[src/rtl/cbus_rr_arbiter.sv]
// cbus_rr_arbiter: N:1 CBus arbiter with a single-outstanding-transaction lock.
//
// Ports:
//   clk     - clock, all state updates on the rising edge
//   resetn  - asynchronous active-low reset
//   ireqs   - NUM_INPUTS upstream requests (cbus_req_t)
//   iresps  - NUM_INPUTS upstream responses; only the granted entry is live
//   oreq    - request forwarded to the downstream memory bus
//   oresp   - response from the downstream memory bus
//
// Configuration macro:
//   CBUS_ARB_ROUND_ROBIN_EN - defined: round-robin search starting after the
//                             last winner; undefined: fixed priority, lowest
//                             valid index wins.
//
// oreq/iresps are combinational views of the granted path so bursts forward
// with zero added latency once the grant is held.

package cbus_pkg;
  localparam int unsigned CBUS_AW = 32;
  localparam int unsigned CBUS_DW = 32;
  localparam int unsigned CBUS_SW = CBUS_DW / 8;
  localparam int unsigned CBUS_LW = 8;

  typedef struct packed {
    logic               valid;
    logic               is_write;
    logic [1:0]         size;
    logic [CBUS_AW-1:0] addr;
    logic [CBUS_SW-1:0] strobe;
    logic [CBUS_DW-1:0] data;
    logic [CBUS_LW-1:0] len;
  } cbus_req_t;

  typedef struct packed {
    logic               ready;
    logic               last;
    logic [CBUS_DW-1:0] data;
  } cbus_resp_t;
endpackage

module cbus_rr_arbiter
  import cbus_pkg::*;
#(
  parameter int unsigned NUM_INPUTS = 2
) (
  input  logic                        clk,
  input  logic                        resetn,
  input  cbus_req_t  [NUM_INPUTS-1:0] ireqs,
  output cbus_resp_t [NUM_INPUTS-1:0] iresps,
  output cbus_req_t                   oreq,
  input  cbus_resp_t                  oresp
);

  localparam int unsigned IDX_W = $clog2(NUM_INPUTS);

  typedef enum logic {
    ST_IDLE = 1'b0,
    ST_BUSY = 1'b1
  } state_e;

  state_e             state_q, state_d;
  logic [IDX_W-1:0]   grant_q, grant_d;
  logic               sel_found;
  logic [IDX_W-1:0]   sel_idx;
  logic               done;

  assign done = oresp.ready & oresp.last;

`ifdef CBUS_ARB_ROUND_ROBIN_EN
  logic [IDX_W-1:0]   last_q, last_d;

  // Round-robin pick: first valid index after the last winner, wrapping.
  always_comb begin
    int unsigned cand;
    sel_found = 1'b0;
    sel_idx   = '0;
    cand      = 0;
    for (int unsigned k = 1; k <= NUM_INPUTS; k++) begin
      cand = (32'(last_q) + k) % NUM_INPUTS;
      if (!sel_found && ireqs[IDX_W'(cand)].valid) begin
        sel_found = 1'b1;
        sel_idx   = IDX_W'(cand);
      end
    end
  end
`else
  // Fixed-priority pick: lowest valid index.
  always_comb begin
    sel_found = 1'b0;
    sel_idx   = '0;
    for (int unsigned k = 0; k < NUM_INPUTS; k++) begin
      if (!sel_found && ireqs[IDX_W'(k)].valid) begin
        sel_found = 1'b1;
        sel_idx   = IDX_W'(k);
      end
    end
  end
`endif

  // Next-state and output decode.
  always_comb begin
    state_d = state_q;
    grant_d = grant_q;
`ifdef CBUS_ARB_ROUND_ROBIN_EN
    last_d  = last_q;
`endif
    oreq    = '0;
    iresps  = '0;
    unique case (state_q)
      ST_IDLE: begin
        if (sel_found) begin
          grant_d = sel_idx;
          state_d = ST_BUSY;
        end
      end
      ST_BUSY: begin
        // Grant is frozen until ready&last, even if the requester drops valid.
        oreq            = ireqs[grant_q];
        iresps[grant_q] = oresp;
        if (done) begin
          state_d = ST_IDLE;
`ifdef CBUS_ARB_ROUND_ROBIN_EN
          last_d  = grant_q;
`endif
        end
      end
      default: state_d = ST_IDLE;
    endcase
  end

  // State, grant and last-winner registers.
  always_ff @(posedge clk or negedge resetn) begin
    if (!resetn) begin
      state_q <= ST_IDLE;
      grant_q <= '0;
`ifdef CBUS_ARB_ROUND_ROBIN_EN
      last_q  <= IDX_W'(NUM_INPUTS - 1);
`endif
    end else begin
      state_q <= state_d;
      grant_q <= grant_d;
`ifdef CBUS_ARB_ROUND_ROBIN_EN
      last_q  <= last_d;
`endif
    end
  end

endmodule

[config.mk]
export PLATFORM = sky130hd
export DESIGN_NAME = cbus_rr_arbiter
export DESIGN_NICKNAME = d
export VERILOG_FILES = /design/src/rtl/cbus_rr_arbiter.sv
export SDC_FILE = /design/constraint.sdc
export NUM_CORES = 1
export LEC_CHECK = 0
export BUFFER_PORTS_ARGS = -buffer_cell sky130_fd_sc_hd__buf_2
export CORE_AREA = 2 2 134 136
export CTS_CLUSTER_SIZE = 30
export DETAILED_ROUTE_END_ITERATION = 6
export DIE_AREA = 0 0 136 138
export HOLD_SLACK_MARGIN = 0.1
export PLACE_DENSITY = 0.45
export REMOVE_ABC_BUFFERS = 1
export SYNTH_ARGS = -nofsm -noshare
export SYNTH_HDL_FRONTEND = slang
export SYNTH_SLANG_ARGS = --single-unit
export TNS_END_PERCENT = 5
[constraint.sdc]
create_clock -name clk -period 1.2 [get_ports clk]
set_input_delay 0.24 -clock clk [delete_from_list [all_inputs] [get_ports clk]]
set_output_delay 0.24 -clock clk [all_outputs]
set_load 0.05 [all_outputs]
==> summary.md <==
| Metric | Value |
|---|---|
| Status | complete, but fails checks |
| Violated checks | setup timing |
| P&R area growth vs syn | 182% |
| Die height | 138 um |
| Post-CTS setup repair buffer count | 0 |
| Die area | 18800 um2 |
| Critical path class | flop to output pin |
| Synthesized cell area | 1790 um2 |
| Critical path, cell by cell | buf_12 > buf_12 > mux2i_1 > nor2_1 > buf_12 |
| Cell family with most CP delay | buffers and inverters |
| Rel. slew slack | 84.6% |
| GRT Util Overall | 10.3% |
| Top Ports | 344 |
| Share of cells above drive strength 1 | 63.1% |
| Clk root buf | clkbuf_16 |
| YS warnings | 0 |
| CP Buf/Inv Count | 3 |
| VDD IR max | 0.541 mV |
| Total Power | 7.35 mW |
| Slew at the pin closest to its max-slew limit | 225 ps |
| Post-synthesis sequential area ratio | 2.80% |
| Max Cap Violations | 0 |
| Die W | 136 um |
| Most used cell, CP | buf_12 |
| WL final | 11000 um |
| Cell Pwr Density | 1460 nW/um2 |
| Via total after detailed routing | 3209 |
| Drt pass-1 iters | 4 |
| Slowest-stage cell, CP | dfrtp_4 |
| Clock transition at path regs | 30 ps |
| CP Capture Type | output pin |
| Htree depth | 1 |
| Hold Crit Start | ireqs[79] |
| # rows | 49 |
| RSZ-0062 raised after global routing | yes |
| Post-synthesis area per instance | 6.75 um2 |
| Post-DP HPWL | 9020 um |
| #FFs+latches synth | 2 |
| Final Setup Violations | 148 |
| Leakage power | 2.86 nW |
| DR iter-0 viols | 59 |
| Nets@finish | 813 |
| Hold Vio Cnt, Final | 0 |
| Initial antenna violation count | 1 |
| Num CTS Buffers | 3 |
| RR Startpoint | grant_q$_DFFE_PN0P_ |
| Initial core utilization | 10.2% |
| Number of port buffers | 343 |
| Crit path time final | 1780 ps |
| Clk_skew | 3.08 ps |
| Startpoint Class | flop |
| Period utilisation layout | 148% |
| Synth cell types | 18 |
| Routed len/inst | 13.0 um |
| Slowest stage delay, CP | 490 ps |
| Peak Freq | 563 MHz |
| Core ar. | 17500 um2 |
| Area contributors post-synth | mux2i_1 45%, nor2_1 17%, and3_1 12% |
| Cell area after layout | 5040 um2 |
| GPL Wtd Cong | 0.745 |
| CTS tree | built |
| Post-route ant nets | 0 |
| CP Launch Point | grant_q$_DFFE_PN0P_ |
| Clock buffer depth | 2 |
| Syn Inst Count | 265 |
| Gr ovfl total | 0 |
| Vias in the first global route | 3205 |
| Global-route wire length before repair | 15600 um |
| Worst endpoint required time | 960 ps |
| Synth top area share | 44.8% |
| Dpl cell area | 4030 um2 |
| Fill count | 1859 |
| Clock Latency Late Sink | 220 ps |
| Via-per-instance ratio | 3.80 |
| Slew Limit Fails | 0 |
| Clock sink count | 2 |
| Arrival time worst endpoint | 1540 ps |
| Largest net degree at the start of global routing | 42 |
| Fin worst setup slack | -577 ps |
| Hold WS | 242 ps |
| Hold/Removal Path Class | input pin to flop |
| DRC errors left | 0 |
| N_diodes | 0 |
| Cell taking the most area after synthesis | mux2i_1 |
| Crit-path max FO | 21 |
==> worst reg2reg max path, stage by stage (launching register included) <==
cell       delay (ps)
dfrtp_4           490
buf_12            180
buf_12            170
a2bb2oi_1         150
==> synth_stat cells (all sizes together) <==
| cell | n |
|---|---|
| and2 | 33 |
| nor2b | 2 |
| inv | 1 |
| and3 | 34 |
| dfrtp | 2 |
| mux2i | 80 |
| buf | 20 |
| nor3 | 1 |
| a31oi | 1 |
| clkbuf | 8 |
| nand2 | 1 |
| nor2 | 81 |
| a2bb2oi | 1 |
==> per-stage QoR <==
stage                     setup TNS [ps]  cells  utilization, %  setup slack [ps]
after floorplan                  -439830    237               -             -3060
after global placement            -43040    840            23.0              -370
after detailed placement          -43440    840            23.0              -401
after CTS                         -68830    845            28.0              -610
after global routing              -75080    845            28.7              -621
final                             -67820    845            28.7              -577
==> power breakdown <==
| part | leakage, nW | internal, mW | switching, mW |
|---|---|---|---|
| registers | 0.0204 | 0.0842 | 0.0179 |
| clock network | 0.0382 | 0.437 | 0.0762 |
| logic | 2.80 | 2.64 | 4.09 |
==> worst paths after layout <==
| check | slack [ps] | depth (start not counted) | to |
|---|---|---|---|
| worst max-delay path | -580 | 5 | oreq[70] |
| worst max register to register | 80 | 3 | grant_q$_DFFE_PN0P_ |
| worst min register to register | 800 | 2 | state_q$_DFF_PN0_ |
| min in group asynchronous | 350 | 2 | grant_q$_DFFE_PN0P_ |
| max in group asynchronous | 730 | 2 | state_q$_DFF_PN0_ |
| worst min-delay path | 240 | 2 | grant_q$_DFFE_PN0P_ |
==> cell type report <==
type	count	area (um2)	share of cell area [%]
repair buffers	375	3020	59.9
inverters	1	3.75	0.0745
flip-flops and latches	2	55.1	1.09
multi-input cells	234	1600	31.6
clock buffers	4	78.8	1.56
well taps	229	287	5.68
==> registers in the layout (all words and copies together) (netlist names) <==
signal   count
grant_q      1
state_q      1
==> routing by layer <==
layer / share of wire (%) / up-vias / GRT usage, %
li1: - / 1592 / -
met4: 0.027 / 2 / 0.493
met5: 0.10 / - / 0
met3: 8.6 / 2 / 1.47
met2: 56 / 204 / 22.5
met1: 35 / 1409 / 10.1
==> cells by family (layout without fill, tap and decap cells) <==
logic type	count (synthesis)	count (layout)	synth area share (%)
buffers and inverters	29	380	9.52
DFF	2	2	2.80
AOI/OAI and AO/OA	2	2	0.840
muxes	80	80	44.8
and+or+nand+nor	152	152	42.1
==> cells in the final DEF, fill, tap and decap left out, types with 3 or more instances in the layout <==
cell type	synthesis	routed
and2_1	33	30
and2_4	0	3
buf_2	11	195
clkbuf_16	0	3
buf_6	1	137
and3_4	0	3
buf_12	0	13
nor2_1	81	79
and3_1	34	31
mux2i_1	80	80
buf_4	7	27
==> repair_timing <==
action | in CTS | in global routing
endpoints found under the setup margin | 148 | 148
pin swaps | 1 | 2
gates resized for setup | 261 | 34
endpoints found under the hold margin | 2 | 0
gates cloned | 0 | 0
hold buffers | 1 | 0
Power figures use the tool's default switching activity.
